<file path="config.mk">
export PLATFORM = sky130hd
export DESIGN_NAME = prog_loader
export DESIGN_NICKNAME = d
export VERILOG_FILES = /design/src/rtl/prog_loader_pkg.sv /design/src/rtl/loader_fifo.sv /design/src/rtl/prog_loader.sv
export SDC_FILE = /design/constraint.sdc
export NUM_CORES = 1
export LEC_CHECK = 0
export CAP_MARGIN = 20
export CORE_MARGIN = 2
export CORE_UTILIZATION = 35
export DETAILED_ROUTE_END_ITERATION = 8
export PLACE_DENSITY_LB_ADDON = 0.3
export RECOVER_POWER = 100
export SLEW_MARGIN = 25
export SYNTH_ARGS = -nofsm -noshare
export SYNTH_HDL_FRONTEND = slang
export SYNTH_HIERARCHICAL = 1
export SYNTH_SLANG_ARGS = --single-unit
</file>
<file path="constraint.sdc">
create_clock -name clk -period 3.2 [get_ports clk]
set_clock_uncertainty 0.05 [all_clocks]
set_input_delay 0.96 -clock clk [delete_from_list [all_inputs] [get_ports clk]]
set_output_delay 0.96 -clock clk [all_outputs]
set_load 0.05 [all_outputs]
</file>
<file path="src/rtl/prog_loader_pkg.sv">
// prog_loader_pkg: shared types and constants for the program loader.
//   state_t   - loader FSM states
//   DATA_W    - instruction word width
//   ADDR_W    - instruction memory address width
//   MAX_WORDS - largest program the instruction memory can hold
package prog_loader_pkg;

    localparam int DATA_W    = 16;
    localparam int ADDR_W    = 9;
    localparam int MAX_WORDS = 1 << ADDR_W;

    typedef enum logic [2:0] {
        ST_IDLE = 3'd0,
        ST_HDR  = 3'd1,
        ST_LOAD = 3'd2,
        ST_DONE = 3'd3,
        ST_ERR  = 3'd4
    } state_t;

endpackage

</file>
<file path="src/rtl/loader_fifo.sv">
// loader_fifo: small synchronous FIFO buffering host words ahead of the
// instruction memory write port.
//   clk, rst     - clock, synchronous active-high flush
//   push, wdata  - write a word (ignored while full, even with a same-cycle pop)
//   pop, head    - remove the head word; head is valid whenever !empty
//   full, empty  - derived from the registered occupancy only
module loader_fifo #(
    parameter int DATA_W = 16,
    parameter int DEPTH  = 4
) (
    input  logic              clk,
    input  logic              rst,
    input  logic              push,
    input  logic [DATA_W-1:0] wdata,
    input  logic              pop,
    output logic [DATA_W-1:0] head,
    output logic              full,
    output logic              empty
);

    localparam int PTR_W = $clog2(DEPTH);

    logic [DATA_W-1:0] mem_q [DEPTH];
    logic [PTR_W-1:0]  wr_ptr_q, wr_ptr_d;
    logic [PTR_W-1:0]  rd_ptr_q, rd_ptr_d;
    logic [PTR_W:0]    cnt_q, cnt_d;
    logic              do_push, do_pop;

    assign full    = (cnt_q == (PTR_W+1)'(DEPTH));
    assign empty   = (cnt_q == '0);
    assign head    = mem_q[rd_ptr_q];
    assign do_push = push && !full;
    assign do_pop  = pop && !empty;

    always_comb begin
        wr_ptr_d = wr_ptr_q;
        rd_ptr_d = rd_ptr_q;
        cnt_d    = cnt_q;
        if (do_push) wr_ptr_d = wr_ptr_q + 1'b1;
        if (do_pop)  rd_ptr_d = rd_ptr_q + 1'b1;
        case ({do_push, do_pop})
            2'b10:   cnt_d = cnt_q + 1'b1;
            2'b01:   cnt_d = cnt_q - 1'b1;
            default: cnt_d = cnt_q;
        endcase
    end

    always_ff @(posedge clk) begin
        if (rst) begin
            wr_ptr_q <= '0;
            rd_ptr_q <= '0;
            cnt_q    <= '0;
        end else begin
            wr_ptr_q <= wr_ptr_d;
            rd_ptr_q <= rd_ptr_d;
            cnt_q    <= cnt_d;
        end
    end

    // Storage needs no reset: occupancy decides what is valid.
    always_ff @(posedge clk) begin
        if (do_push) mem_q[wr_ptr_q] <= wdata;
    end

endmodule

</file>
<file path="src/rtl/prog_loader.sv">
// prog_loader: takes a length-prefixed word stream from a host, buffers it,
// writes it into instruction memory from address 0 and then starts the CPU.
//   start                      - arm loader (honoured in IDLE, DONE, ERR)
//   in_valid/in_data/in_ready  - host stream: header (length) then words
//   mem_busy                   - memory cannot take a write this cycle
//   mem_wr_en/addr/data        - registered instruction memory write port
//   words_loaded               - words written so far (0..512)
//   load_done, cpu_bgn, err    - completion level, one-cycle CPU start, bad header
module prog_loader #(
    parameter int DATA_W     = prog_loader_pkg::DATA_W,
    parameter int ADDR_W     = prog_loader_pkg::ADDR_W,
    parameter int FIFO_DEPTH = 4
) (
    input  logic              clk,
    input  logic              rst,
    input  logic              start,
    input  logic              in_valid,
    input  logic [DATA_W-1:0] in_data,
    output logic              in_ready,
    input  logic              mem_busy,
    output logic              mem_wr_en,
    output logic [ADDR_W-1:0] mem_wr_addr,
    output logic [DATA_W-1:0] mem_wr_data,
    output logic [ADDR_W:0]   words_loaded,
    output logic              load_done,
    output logic              cpu_bgn,
    output logic              err
);

    import prog_loader_pkg::*;

    localparam int CNT_W = ADDR_W + 1;

    state_t            state_q, state_d;
    logic [CNT_W-1:0]  len_q, len_d;
    logic [CNT_W-1:0]  acc_q, acc_d;        // words accepted from host
    logic [CNT_W-1:0]  wl_q, wl_d;          // words written; low bits are wr_ptr
    logic              wr_en_q, wr_en_d;
    logic [ADDR_W-1:0] addr_q, addr_d;
    logic [DATA_W-1:0] data_q, data_d;
    logic              done_q, done_d;
    logic              bgn_q, bgn_d;
    logic              err_q, err_d;

    logic              push, pop, fifo_full, fifo_empty, hdr_ok;
    logic [DATA_W-1:0] fifo_head;

    assign hdr_ok = (in_data != '0) && (in_data <= DATA_W'(MAX_WORDS));

    loader_fifo #(.DATA_W(DATA_W), .DEPTH(FIFO_DEPTH)) u_fifo (
        .clk   (clk),
        .rst   (rst),
        .push  (push),
        .wdata (in_data),
        .pop   (pop),
        .head  (fifo_head),
        .full  (fifo_full),
        .empty (fifo_empty)
    );

    always_comb begin
        state_d  = state_q;
        len_d    = len_q;
        acc_d    = acc_q;
        wl_d     = wl_q;
        wr_en_d  = 1'b0;
        addr_d   = addr_q;
        data_d   = data_q;
        done_d   = done_q;
        bgn_d    = 1'b0;
        err_d    = err_q;
        in_ready = 1'b0;
        push     = 1'b0;
        pop      = 1'b0;
        case (state_q)
            ST_IDLE: if (start) state_d = ST_HDR;
            ST_HDR: begin
                in_ready = 1'b1;
                if (in_valid) begin
                    if (hdr_ok) begin
                        len_d   = in_data[CNT_W-1:0];
                        acc_d   = '0;
                        wl_d    = '0;
                        state_d = ST_LOAD;
                    end else begin
                        err_d   = 1'b1;
                        state_d = ST_ERR;
                    end
                end
            end
            ST_LOAD: begin
                // Stop accepting once len words are in; nothing past the program.
                in_ready = !fifo_full && (acc_q < len_q);
                push     = in_valid && in_ready;
                if (push) acc_d = acc_q + 1'b1;
                if (!fifo_empty && !mem_busy) begin
                    pop     = 1'b1;
                    wr_en_d = 1'b1;
                    addr_d  = wl_q[ADDR_W-1:0];
                    data_d  = fifo_head;
                    wl_d    = wl_q + 1'b1;
                end
                // wl_q reaches len in the cycle the final write is on the port,
                // so DONE follows that write cycle by one edge.
                if (wl_q == len_q) begin
                    done_d  = 1'b1;
                    bgn_d   = 1'b1;
                    state_d = ST_DONE;
                end
            end
            ST_DONE: if (start) begin
                done_d  = 1'b0;
                acc_d   = '0;
                wl_d    = '0;
                state_d = ST_HDR;
            end
            ST_ERR: if (start) begin
                err_d   = 1'b0;
                acc_d   = '0;
                wl_d    = '0;
                state_d = ST_HDR;
            end
            default: state_d = ST_IDLE;
        endcase
    end

    always_ff @(posedge clk) begin
        if (rst) begin
            state_q <= ST_IDLE;
            len_q   <= '0;
            acc_q   <= '0;
            wl_q    <= '0;
            wr_en_q <= 1'b0;
            addr_q  <= '0;
            data_q  <= '0;
            done_q  <= 1'b0;
            bgn_q   <= 1'b0;
            err_q   <= 1'b0;
        end else begin
            state_q <= state_d;
            len_q   <= len_d;
            acc_q   <= acc_d;
            wl_q    <= wl_d;
            wr_en_q <= wr_en_d;
            addr_q  <= addr_d;
            data_q  <= data_d;
            done_q  <= done_d;
            bgn_q   <= bgn_d;
            err_q   <= err_d;
        end
    end

    assign mem_wr_en    = wr_en_q;
    assign mem_wr_addr  = addr_q;
    assign mem_wr_data  = data_q;
    assign words_loaded = wl_q;
    assign load_done    = done_q;
    assign cpu_bgn      = bgn_q;
    assign err          = err_q;

endmodule

</file>
==> impl_metrics.toml <==
[outcome]
status = "finished, final reports clean"

[timing]
fmax_mhz = 317.1
drv_slew = 0
hold_violations = 0
setup_viol = 0
final.period_utilization_pct = 98.55
worst_slew_pin_slew_ns = 1.200
relSlewSlack_pct = 19.99
finalCriticalPeriod_ns = 3.154
rsz0062_at_grt = "true"
tns_ns = 0
layout_setup_ws_ns = 0.04628

[synth]
synthFlopType = "dfxtp_1"
synth.most_common_cell = "dfxtp_1"
ys_ff_latch = 135
syn_inst = 516
yosysWarnings = 6
yosysSeqAreaShare_pct = 57.00
synth_edf_count = 64
synth_nets = 554
async_flop_share_pct = 0
syn_area_per_cell_um2 = 11.37
synth_area_um2 = 5866
synth_top_area_cell = "edfxtp_1"
synth_top_area_share_pct = 32.76
ys_types = 53
synth_area_leaders = "edfxtp_1 (33%), dfxtp_1 (24%), nand2_1 (4.5%), a21oi_1 (4.1%), mux4_2 (3.8%)"
synth_common_cells = "dfxtp_1 (71), nand2_1 (70), edfxtp_1 (64)"

[clock_tree]
cts_root_buf = "clkbuf_16"
numCtsBuffers = 17
cts_tree = "yes"
cts_buffer_depth = 2
clk_latency_ns = 0.42
cts_sinks = 135
path_clk_slew_ns = 0.06
htreeDepth = 4

[setup_path]
cp_max_fo = 5
rr_worst_depth = 18
crit_path_start = "acc_q[8]$_SDFFE_PP0P_"
critPathBufInv = 2
cp_top_family = "simple AND/OR/NAND/NOR gates"
start_kind = "flop"
end_kind = "output port"
crit_chain = "ha_1 -> nand4_1 -> nor4_2 -> buf_4 -> nor2_2 -> nand3_2 -> nand2_2 -> buf_12"
r2r_start = "len_q[3]$_SDFFE_PP0P_"
cp_slowest_cell = "dfxtp_1"
crit_type = "flop to output port"
critPathMaxStageDelay_ns = 0.36
cp.depth = 8
arrival_ns = 2.14
required_ns = 2.19

[routing]
drt_iter0_markers = 459
ant_nets = 0
wl_per_cell_um = 16.37
drcViolationCount = 0
routed_wl_mm = 13.83
avgViaCountPerCell = 5.141
vias = 4344
dr.pass1.iters = 7

[flow_run]
cap_violations = 0

[floorplanning]
core_um2 = 16470
die_area_um2 = 17810
initial_core_util_pct = 35.62
die_w_um = 133.5
rows = 47
die_y_um = 133.5
ios = 61

[power_and_ir_drop]
internal_power_w = 0.003098
p_leak_nw = 2.721
seqPwrFrac_pct = 46.5
p_switching_w = 0.0007953
ir_drop_uv = 331.4
p_per_area_nw_per_um2 = 512.0
swShare_pct = 20.43
clockPowerShare_pct = 50.7
p_comb_share_pct = 2.8

[layout]
fin_nets = 650
syn2layout_area_growth_pct = 29.63
diodes = 0
drive_above_1_share_pct = 16.16

[global_routing]
grt_pass1_vias = 4149
grt_pass1_wl_mm = 22.24
antenna_found_initial = 1
grt_max_degree = 46
track_usage_pct = 16.16
grt_overflow = 0

[place]
dp_hpwl_mm = 9.540
place_ws_ns = -0.05384
gp_congestion = 0.8550
numPortBuffers = 60

[hold_path]
holdPathStages = 2
hp-start = "mem_wr_data[2]$_SDFFE_PP0P_"
worstHoldPathType = "flop to flop"
-- cell type report --
| type | count | area, µm² |
|---|---|---|
| fillers | 1521 | 8862 |
| well taps | 220 | 275.3 |
| clock inverters | 11 | 150.1 |
| clock buffers | 21 | 450.4 |
| repair buffers | 106 | 969.7 |
| multi-input cells | 328 | 2312 |
| flip-flops and latches | 135 | 3356 |
| inverters | 24 | 90.09 |
-- worst register-to-register path, delay by kind of cell, from the launching register on --
family / cells / cell delay [ns]
compound gates: 2 / 0.34
flops: 1 / 0.35
buf+inv: 7 / 0.72
xor+xnor: 1 / 0.16
fa+ha+maj: 2 / 0.50
simple gates: 6 / 0.92
-- path summary, 6_finish.rpt --
kind                                  end  slack, ns
max                              in_ready       0.05
min reg2reg   mem_wr_data[2]$_SDFFE_PP0P_       0.40
min           mem_wr_data[2]$_SDFFE_PP0P_       0.40
max reg2reg  u_fifo/cnt_q[2]$_SDFFE_PP0P_       0.10
-- timing repair --
item	CTS	global route
setup endpoints to repair	1	3
buffers inserted	2	2
pin swaps	3	9
hold buffers	0	0
resized for setup	7	11
-- state kept, by name (all words and copies together), names as in the netlist, named ones only --
register / count
len_q: 10
words_loaded: 10
mem_wr_en: 1
mem_wr_addr: 9
u_fifo/rd_ptr_q: 2
err: 1
cpu_bgn: 1
u_fifo/mem_q: 64
state_q: 3
acc_q: 10
mem_wr_data: 16
u_fifo/cnt_q: 3
u_fifo/wr_ptr_q: 2
load_done: 1
-- metal layers --
metal	wire, µm	part of all wire, %	up-vias	global-route usage, %
li1	-	-	2088	-
met4	174	1.3	2	5.378
met1	6282	45	2143	21.04
met5	13	0.094	-	0
met3	537	3.9	14	3.425
met2	6821	49	97	26.95
-- layout by cell type, fill, tap and decap left out, drive strengths merged, types with 7 or more instances in the layout --
cell type      count
a21oi             48
a31oi              9
buf               36
clkbuf            33
clkdlybuf4s50     41
dfxtp             71
dlygate4sd3       17
edfxtp            64
ha                16
inv               25
mux2i             11
mux4              16
nand2             71
nand3              8
nand4              8
nor2              39
nor3               8
o21ai             14
o311ai             7
o31ai              8
xor2              11
-- logic make-up after synthesis --
logic type,after synthesis,share of synthesized area [%]
mux,27,8.405
simple gates,166,13.18
fa+ha+maj,17,3.754
compound gates,105,11.26
buf+inv,53,4.458
xor+xnor,13,1.941
flops,135,57.00
-- through the flow --
stage | cells | hold slack, ns | utilization (%) | area [µm²] | power, W
5_1_grt | 845 | 0.4270 | 46.18 | 7604 | 0.004019
6_report | 845 | 0.4026 | 46.18 | 7604 | 0.003893
4_1_cts | 843 | 0.4061 | 46.09 | 7589 | 0.003937
3_5_place_dp | 809 | 0.3980 | 42.23 | 6953 | 0.001966
2_1_floorplan | 516 | 0.4091 | - | 5866 | 0.001894
3_3_place_gp | 809 | 0.3920 | 42.23 | 6953 | 0.001963
-- power groups by stage --
stage                     Sequential (W)  Clock (W)  Combinational [W]
after floorplan                  0.00185          0          0.0000436
after global placement           0.00185          0           0.000114
after detailed placement         0.00185          0           0.000116
after CTS                        0.00181    0.00201           0.000117
after global routing             0.00181    0.00209           0.000118
final                            0.00181    0.00197           0.000108
No activity file was read; power rests on OpenSTA's default activity.
